**config.mk**
```make
export PLATFORM = sky130hd
export DESIGN_NAME = smc_apb_regif_lite
export DESIGN_NICKNAME = d
export VERILOG_FILES = /design/src/rtl/smc_lite_pkg.sv /design/src/rtl/smc_apb_decode_lite.sv /design/src/rtl/smc_apb_regif_lite_chk.sv /design/src/rtl/smc_apb_regif_lite.sv
export SDC_FILE = /design/constraint.sdc
export NUM_CORES = 1
export LEC_CHECK = 0
export ABC_AREA = 1
export CAP_MARGIN = 0
export CORE_ASPECT_RATIO = 1.25
export CORE_UTILIZATION = 43
export DETAILED_ROUTE_END_ITERATION = 10
export GPL_TIMING_DRIVEN = 1
export PLACE_DENSITY_LB_ADDON = 0.15
export SLEW_MARGIN = 40
export SYNTH_ARGS = -nofsm -noshare
export SYNTH_HDL_FRONTEND = slang
export SYNTH_HIERARCHICAL = 1
export SYNTH_SLANG_ARGS = --single-unit
```
**constraint.sdc**
```tcl
create_clock -name pclk -period 3.42 [get_ports pclk]
set_input_delay 0.513 -clock pclk [delete_from_list [all_inputs] [get_ports pclk]]
set_output_delay 0.513 -clock pclk [all_outputs]
set_load 0.02 [all_outputs]
```
**src/rtl/smc_lite_pkg.sv**
```systemverilog
// Shared types and constants for the lite static memory controller register front-end.
package smc_lite_pkg;

  // APB slave sequencing states.
  typedef enum logic [1:0] {
    ST_IDLE   = 2'd0,
    ST_SETUP  = 2'd1,
    ST_ACCESS = 2'd2,
    ST_DONE   = 2'd3
  } smc_state_e;

  // Kind of transfer captured at the SETUP->ACCESS edge.
  typedef enum logic [1:0] {
    ACC_CFG      = 2'd0,
    ACC_ID       = 2'd1,
    ACC_UNMAPPED = 2'd2,
    ACC_WRITE    = 2'd3
  } smc_acc_kind_e;

  // Register map (byte offsets, word aligned).
  localparam logic [11:0] SMC_CFG_OFFSET = 12'h000;
  localparam logic [11:0] SMC_ID_OFFSET  = 12'h004;

  // Constant returned by the peripheral ID register.
  localparam logic [31:0] SMC_PERIPH_ID  = 32'h0001_5C01;

  // Response codes carried on pslverr.
  localparam logic RESP_OKAY   = 1'b0;
  localparam logic RESP_SLVERR = 1'b1;

  // Classify a transfer from direction and decode result. Writes are always
  // rejected because every register in this space is read-only.
  function automatic smc_acc_kind_e classify(input logic is_write,
                                             input logic hit_cfg,
                                             input logic hit_id,
                                             input logic unmapped);
    smc_acc_kind_e kind;
    if (is_write) begin
      kind = ACC_WRITE;
    end else if (unmapped) begin
      kind = ACC_UNMAPPED;
    end else if (hit_cfg) begin
      kind = ACC_CFG;
    end else if (hit_id) begin
      kind = ACC_ID;
    end else begin
      kind = ACC_UNMAPPED;
    end
    return kind;
  endfunction

endpackage

```
**src/rtl/smc_apb_decode_lite.sv**
```systemverilog
// Combinational word-aligned offset decode for the register front-end.
module smc_apb_decode_lite
  import smc_lite_pkg::*;
#(
  parameter int unsigned         ADDR_W     = 12,
  parameter logic [ADDR_W-1:0]   CFG_OFFSET = ADDR_W'(SMC_CFG_OFFSET),
  parameter logic [ADDR_W-1:0]   ID_OFFSET  = ADDR_W'(SMC_ID_OFFSET)
) (
  input  logic [ADDR_W-1:0] paddr,
  output logic              hit_cfg,
  output logic              hit_id,
  output logic              unmapped
);

  // Byte-lane bits [1:0] are masked off so any byte address inside a word hits.
  localparam logic [ADDR_W-1:0] WORD_MASK = ~(ADDR_W'(2'b11));

  // Compare the word part of the address against each register offset.
  always_comb begin
    hit_cfg  = 1'b0;
    hit_id   = 1'b0;
    unmapped = 1'b1;
    if (((paddr ^ CFG_OFFSET) & WORD_MASK) == '0) begin
      hit_cfg = 1'b1;
    end else begin
      hit_cfg = 1'b0;
    end
    if (((paddr ^ ID_OFFSET) & WORD_MASK) == '0) begin
      hit_id = 1'b1;
    end else begin
      hit_id = 1'b0;
    end
    unmapped = !(hit_cfg || hit_id);
  end

endmodule

```
**src/rtl/smc_apb_regif_lite_chk.sv**
```systemverilog
// Simulation-only sanity checks for the register front-end.
module smc_apb_regif_lite_chk #(
  parameter int unsigned WAIT_STATES = 1
) (
  input logic pclk,
  input logic n_preset,
  input logic pready,
  input logic pslverr
);

  // Wait count must fit the 3-bit counter; an error is only legal with pready.
  always @(posedge pclk) begin
    if (n_preset) begin
      assert (WAIT_STATES <= 32'd7);
      assert (!pslverr || pready);
    end
  end

endmodule

```
**src/rtl/smc_apb_regif_lite.sv**
```systemverilog
// APB3 read-only register front-end for the lite SMC: decode, wait states,
// registered read data and error response.
module smc_apb_regif_lite
  import smc_lite_pkg::*;
#(
  parameter int unsigned       ADDR_W      = 12,
  parameter int unsigned       WAIT_STATES = 1,
  parameter logic [ADDR_W-1:0] CFG_OFFSET  = ADDR_W'(SMC_CFG_OFFSET),
  parameter logic [ADDR_W-1:0] ID_OFFSET   = ADDR_W'(SMC_ID_OFFSET),
  parameter logic [31:0]       PERIPH_ID   = SMC_PERIPH_ID
) (
  input  logic              pclk,
  input  logic              n_preset,
  input  logic              psel,
  input  logic              penable,
  input  logic              pwrite,
  input  logic [ADDR_W-1:0] paddr,
  input  logic [31:0]       pwdata,
  output logic [31:0]       prdata,
  output logic              pready,
  output logic              pslverr,
  output logic              selreg,
  input  logic [31:0]       cfg_rdata
);

  // Counter value at which the final ACCESS cycle is reached.
  localparam logic [2:0] WAIT_LAST = 3'(WAIT_STATES);

  smc_state_e    state_q, state_d;
  smc_acc_kind_e kind_q, kind_d;
  logic [2:0]    cnt_q, cnt_d;
  logic [31:0]   prdata_q, prdata_d;
  logic          pready_q, pready_d;
  logic          pslverr_q, pslverr_d;
  logic          selreg_q, selreg_d;

  logic          hit_cfg_s, hit_id_s, unmapped_s;
  logic          unused_pwdata_s;

  // Write data is never stored: all registers are read-only.
  assign unused_pwdata_s = ^pwdata;

  smc_apb_decode_lite #(
    .ADDR_W     (ADDR_W),
    .CFG_OFFSET (CFG_OFFSET),
    .ID_OFFSET  (ID_OFFSET)
  ) u_decode (
    .paddr    (paddr),
    .hit_cfg  (hit_cfg_s),
    .hit_id   (hit_id_s),
    .unmapped (unmapped_s)
  );

  smc_apb_regif_lite_chk #(
    .WAIT_STATES (WAIT_STATES)
  ) u_chk (
    .pclk     (pclk),
    .n_preset (n_preset),
    .pready   (pready_q),
    .pslverr  (pslverr_q)
  );

  // Next-state logic: transfer sequencing, wait counting and transfer capture.
  always_comb begin
    state_d = state_q;
    cnt_d   = cnt_q;
    kind_d  = kind_q;
    case (state_q)
      ST_IDLE: begin
        // penable without a preceding setup phase never starts a transfer.
        if (psel && !penable) begin
          state_d = ST_SETUP;
        end else begin
          state_d = ST_IDLE;
        end
      end
      ST_SETUP: begin
        if (!psel) begin
          state_d = ST_IDLE;
        end else begin
          state_d = ST_ACCESS;
          cnt_d   = 3'd0;
          kind_d  = classify(pwrite, hit_cfg_s, hit_id_s, unmapped_s);
        end
      end
      ST_ACCESS: begin
        if (!psel) begin
          state_d = ST_IDLE;
          cnt_d   = 3'd0;
        end else if (cnt_q == WAIT_LAST) begin
          state_d = ST_DONE;
          cnt_d   = 3'd0;
        end else begin
          cnt_d   = cnt_q + 3'd1;
        end
      end
      ST_DONE: begin
        // A setup phase already on the bus is accepted without an idle cycle.
        if (psel && !penable) begin
          state_d = ST_SETUP;
        end else begin
          state_d = ST_IDLE;
        end
      end
      default: begin
        state_d = ST_IDLE;
        cnt_d   = 3'd0;
      end
    endcase
  end

  // Output next-values: response is loaded on the ACCESS->DONE edge only.
  always_comb begin
    prdata_d  = prdata_q;
    pready_d  = 1'b0;
    pslverr_d = RESP_OKAY;
    if ((state_q == ST_ACCESS) && (state_d == ST_DONE)) begin
      pready_d = 1'b1;
      case (kind_q)
        ACC_CFG: begin
          prdata_d  = cfg_rdata;
          pslverr_d = RESP_OKAY;
        end
        ACC_ID: begin
          prdata_d  = PERIPH_ID;
          pslverr_d = RESP_OKAY;
        end
        ACC_UNMAPPED: begin
          prdata_d  = 32'h0000_0000;
          pslverr_d = RESP_SLVERR;
        end
        ACC_WRITE: begin
          prdata_d  = prdata_q;
          pslverr_d = RESP_SLVERR;
        end
        default: begin
          prdata_d  = prdata_q;
          pslverr_d = RESP_SLVERR;
        end
      endcase
    end else begin
      pready_d  = 1'b0;
      pslverr_d = RESP_OKAY;
    end
    // selreg spans ACCESS and DONE of a config read.
    selreg_d = ((state_d == ST_ACCESS) || (state_d == ST_DONE)) && (kind_d == ACC_CFG);
  end

  // State, counter and output registers with asynchronous reset.
  always_ff @(posedge pclk or negedge n_preset) begin
    if (!n_preset) begin
      state_q   <= ST_IDLE;
      kind_q    <= ACC_UNMAPPED;
      cnt_q     <= 3'd0;
      prdata_q  <= 32'h0000_0000;
      pready_q  <= 1'b0;
      pslverr_q <= 1'b0;
      selreg_q  <= 1'b0;
    end else begin
      state_q   <= state_d;
      kind_q    <= kind_d;
      cnt_q     <= cnt_d;
      prdata_q  <= prdata_d;
      pready_q  <= pready_d;
      pslverr_q <= pslverr_d;
      selreg_q  <= selreg_d;
    end
  end

  assign prdata  = prdata_q;
  assign pready  = pready_q;
  assign pslverr = pslverr_q;
  assign selreg  = selreg_q;

endmodule

```
==> Word-level counts from Yosys, hierarchy flattened <==
Cells that the tools add are included.
{ "totals": {"inputBits": 81, "word_cells": 58, "reg_bits": 42} }
{ "op_classes": {"muxes": 21, "bitwise": 2, "n_reduce_logical": 17, "addsub": 1, "eq_ne": 10} }
{ "op_table": {"columns": ["cell", "count"], "rows": [
  ["$pmux 32 s3", 1],
  ["$logic_not 12->1", 2],
  ["$mux 2", 9],
  ["$eq 2x2->1 const B", 6],
  ["$mux 3", 3],
  ["$logic_not 2->1", 3],
  ["$pmux 2 s3", 1],
  ["$pmux 3 s2", 1],
  ["$reduce_or 2->1", 3],
  ["$mux 1", 5],
  ["$eq 2x1->1 const B", 2],
  ["$reduce_and 2->1", 2],
  ["$add 3x1->3 const B", 1],
  ["$eq 3x1->1 const B", 1],
  ["$logic_and 1x1->1", 3],
  ["$logic_or 1x1->1", 2],
  ["$ne 2x2->1 const B", 1],
  ["$not 1->1", 2],
  ["$pmux 1 s2", 1],
  ["$reduce_bool 2->1", 1],
  ["$logic_not 1->1", 1]
]} }

==> Longest topological paths before layout <==
{ "logic_depth": {"ltp_word": 11, "ltp_mapped": 10, "ltp_nobuf": 9} }

==> Modules after synthesis <==
The synthesis kept the hierarchy.
{ "by_module_without_submodules": {"columns": ["module", "cells_per_inst", "area_per_inst_um2", "seq_area_each_um2", "instances"], "rows": [
  ["smc_apb_regif_lite", 269, 2165.8, 1052.3, 1],
  ["smc_apb_decode_lite", 13, 58.8, 0.0, 1]
]} }

==> Worst setup path after synthesis <==
OpenSTA, ideal clock, no wires.
{ "synth_timing": {"path_kind": "register -> register", "start": "register state_q[1]", "end": "register prdata_q[28], in the netlist prdata[28]", "path_stages_with_launch": 9, "n_path_buf": 1, "setup_time_ps": 117, "required_ps": 3303, "period_less_slack_ps": 1421, "slack_ps": 1999, "arrival_ps": 1304, "path_cell_list": "dfrtp_1 -> inv_1 -> ha_1 -> nand2_1 -> nand2_4 -> nand4_4 -> buf_6 -> nand2_1 -> nand2_1"} }
{ "synth_between": {"elab_chain_len": 6} }
{ "synth_rtl": {"columns": ["item", "line_no", "text"], "rows": [
  ["from (decl)", "smc_apb_regif_lite.sv:29", "smc_state_e state_q, state_d;"],
  ["from (signal assigned)", "smc_apb_regif_lite.sv:160", "state_q <= state_d;"],
  ["$eq 2x2->1 (tied with other cells)", "smc_apb_regif_lite.sv:68", "case (state_q)"],
  ["$reduce_or 2->1 (no line) / $mux 2 (equally long branches)", null, null],
  ["$pmux 2 s3", "smc_apb_regif_lite.sv:68", null],
  ["$eq 2x2->1", "smc_apb_regif_lite.sv:117", "if ((state_q == ST_ACCESS) && (state_d == ST_DONE)) begin"],
  ["$logic_and 1x1->1 (*)", "smc_apb_regif_lite.sv:117", null],
  ["$reduce_and 2->1 (no line) (*)", null, null],
  ["to (signal assigned)", "smc_apb_regif_lite.sv:163", "prdata_q <= prdata_d;"],
  ["to (decl)", "smc_apb_regif_lite.sv:32", "logic [31:0] prdata_q, prdata_d;"]
]} }
Every way passes the cells marked *; elsewhere a longest branch is shown, timed or not.
A chain may end at the register's enable or synchronous reset.

==> Worst setup path in the final report <==
{ "layout_timing": {"start": "input port psel", "end": "register prdata_q[31], in the netlist prdata[31]"} }
{ "layout_between": {"elab_chain_len": 6} }
{ "layout_rtl": {"columns": ["item", "line_no", "text"], "rows": [
  ["from (decl)", "smc_apb_regif_lite.sv:14", "input logic psel,"],
  ["$logic_and 1x1->1", "smc_apb_regif_lite.sv:71, smc_apb_regif_lite.sv:99", null],
  ["$mux 1", "smc_apb_regif_lite.sv:71, smc_apb_regif_lite.sv:99", null],
  ["$pmux 2 s3 (*)", "smc_apb_regif_lite.sv:68", null],
  ["$eq 2x2->1 (*)", "smc_apb_regif_lite.sv:117", null],
  ["$logic_and 1x1->1 (*)", "smc_apb_regif_lite.sv:117", null],
  ["$reduce_and 2->1 (no line) (*)", null, null]
]} }
Marked as above.

==> results by group <==
Worst setup path
  • Critical path's slowest cell: clkdlybuf4s50_1
  • R2R depth: 7
  • R2r setup slk: 1.28 ns
  • Reg-to-Reg End: prdata[31]$_DFFE_PN0P_
  • Max stage delay on crit path: 0.50 ns
  • CP arrival: 2.40 ns
  • Crit start category: primary input
  • Crit path launch: psel
  • Worst setup EP type: flip-flop
  • Required time of the worst setup path: 3.60 ns
  • Worst R2R Start: state_q[1]$_DFF_PN0_
  • CP endpoint: prdata[31]$_DFFE_PN0P_
  • CP Class: in2reg
  • CP cell instances: clkdlybuf4s50_1, nand2_1, clkinv_1, nand2_1, nand2_4, nand4_4, nand2_1, nand2_1
  • Maximum fanout along the worst path: 36
  • Most used cell, CP: nand2_1

Routing
  • WL/cell: 12.36 um
  • Antenna viol nets, final: 0
  • TritonRoute pass-1 iters: 4
  • Iteration-0 DRC Markers: 155
  • WL final: 5.156 mm
  • Vias per cell: 4.959
  • Vias: roughly 2100
  • DRC: 0

Clocking
  • CTS tree: done
  • Post-CTS Repair Setup Buffers: 0
  • CTS root buf: clkbuf_8
  • Longest Clk Path Bufs: 2
  • Clk_lat worst skew: 0.29 ns
  • Sink Count: 42
  • CTS-repair resized insts: 0
  • H-Tree Depth: 2
  • Clock transition at path regs: 0.08 ns
  • TritonCTS Buffers: 5
  • Post-cts hold buffer count: 0

Global routing
  • Total global-route track usage: 20.40%
  • Initial antenna violation count: 0
  • Vias in the first global route: 1924
  • Largest net degree at the start of global routing: 43
  • Total gr overflow: 0
  • First-pass GRT wire length: roughly 8.6 mm

Final layout
  • Final Cell Area: ~3100 um2
  • Fraction of layout cells with a size suffix above 1: 5.042%
  • Area occupied by registers: between 1000 and 1500 um2
  • Layout fillers: 448
  • Footprint of the multi-input gates: about 900 um2
  • Commonest non-fill, non-tap cell in the layout: nand2_1
  • Antenna diodes: 0
  • Nets@finish: 443
  • Area grow syn2layout: 38.81%
  • Most frequent cells in the layout: nand2_1, clkdlybuf4s50_1, dfrtp_1

STA
  • Worst slew pin tran: roughly 0.59 ns
  • Slew Limit Fails: 0
  • Crit path time final: approximately 2.2 ns
  • Setup Total Neg Slack: 0 ns
  • RSZ-0062 raised after global routing: no
  • Final Hold Fails: 0
  • Clock Skew: 0.002276 ns
  • Setup violators final: 0
  • Final worst setup slack: 1.196 ns
  • Worst slew margin: 60.39%
  • Final Cycle Share: 65.02%
  • Fmax: 449.7 MHz

Die
  • Starting Density: 45.68%
  • Die width: roughly 66 um
  • Row count: 28
  • Chip height: 82.42 um
  • Core Box Area: 4870 um2
  • Die Area: 5467 um2
  • I/O pin cnt: 116

Hold path
  • Tightest Hold Check Type: in2async

Placed design
  • Area after DPL: 3012 um2
  • Detailed placer's ending HPWL: 3.385 mm
  • RD Place Congestion: slightly below 0.8
  • Worst slack, placed: 0.8417 ns
  • PortBufs: 81

Power
  • Power per cell area: 528.3 nW/um2
  • Clk pwr share: roughly a fifth
  • Register share of total power: between 30% and 40%
  • Share of total power in combinational logic: 42.1%
  • Leakage power: ~0.0017 uW
  • Switching share of power: 37.73%
  • Worst vdd ir: 0.2851 mV
  • Int Power: 1016 uW
  • P_sw: a little over 600 uW

Logic synthesis
  • Post-Synthesis Cells: 282
  • Synth Flop Type: dfrtp_1
  • Yosys reg bits: 42
  • Unique cell type count in the Yosys netlist: 28
  • Syn Std Cell Area: roughly 2200 um2
  • Top post-synthesis cells by area: dfrtp_1, nand2_1, nand4_1
  • Async SR Flop Fraction: 100.0%
  • Largest area contributor in the netlist: dfrtp_1
  • Syn_area_per_cell: a little under 8 um2
  • Number of synthesized flops with an enable pin: 0
  • Post-Syn Nets: roughly 370
  • Warnings from Yosys: 6
  • Register area share after synthesis: 47.30%
  • Share of the synthesized area in the top cell type: 46.12%

Run status
  • Outcome: finished, final reports clean

Run
  • Max-cap viol count: 0
[flip-flops by register name (all words and copies together) (netlist names)]
name and count:
cnt_q 3, state_q 2, kind_q 2, pready 1
selreg 1, prdata 32, pslverr 1
[synthesized netlist by cell type, types with 2 or more instances]
cell type,n
dfrtp_1,41
a22oi_1,2
buf_6,6
inv_2,2
nand3b_1,2
ha_1,5
nand4_1,32
nand2_1,120
buf_2,8
nor2_1,10
inv_1,37
[power by group through the flow]
stage | Sequential, uW | Combinational, uW | Clock [uW]
floorplan | 751 | 299 | 0
global route | 652 | 763 | 328
finish | 641 | 687 | 303
detailed placement | 651 | 690 | 0
global placement | 649 | 683 | 0
CTS | 642 | 693 | 308
[logic make-up (layout without fill, tap and decap cells)]
family          Yosys count  after routing  synth area share, %
buf+inv                  56            131                12.09
flops                    42             42                47.30
fa+ha+maj                 5              5                2.812
simple gates            172            172                35.10
compound gates            6              6                2.306
xor+xnor                  1              1               0.3938
[final cells by class]
| type | instances | share of cell area (%) |
|---|---|---|
| sequential | 42 | 34.08 |
| multi-input combinational | 184 | 29.25 |
| timing repair buffer | 84 | 26.90 |
| inverter | 40 | 4.862 |
| clock buffer | 7 | 2.472 |
| tap | 60 | 2.431 |
[stage by stage]
stage	total power [uW]	hold WS, ns	utilization [%]	instances
5_1_grt	1743	0.2451	63.41	417
6_report	1631	0.1972	63.41	417
3_3_place_gp	1333	0.4523	61.79	410
3_5_place_dp	1341	0.4580	61.84	410
4_1_cts	1643	0.2262	63.41	417
2_1_floorplan	1049	0.2174	-	282
[critical path: cells and delay by family]
| family | cells | cell delay (ns) |
|---|---|---|
| buffers and inverters | 2 | 0.59 |
| and+or+nand+nor | 6 | 1.27 |
[metal layers]
layer | part of all wire (%) | GRT usage (%) | vias to the layer above
met5 | 0 | 0 | -
met4 | 1.1 | 7.234 | 0
met3 | 5.8 | 3.571 | 6
met2 | 50 | 37.04 | 75
met1 | 43 | 23.95 | 959
li1 | - | - | 1028
[how the worst min path moves through the flow]
stage | end | cells past startpoint
final | prdata[30]$_DFFE_PN0P_ | 1
after global routing | prdata[28]$_DFFE_PN0P_ | 1
after CTS | prdata[28]$_DFFE_PN0P_ | 1
after detailed placement | prdata[6]$_DFFE_PN0P_ | 2
after global placement | prdata[6]$_DFFE_PN0P_ | 2
after floorplan | cnt_q[0]$_DFFE_PN0P_ | 0
Note: power is estimated with default switching activity, not from simulation.
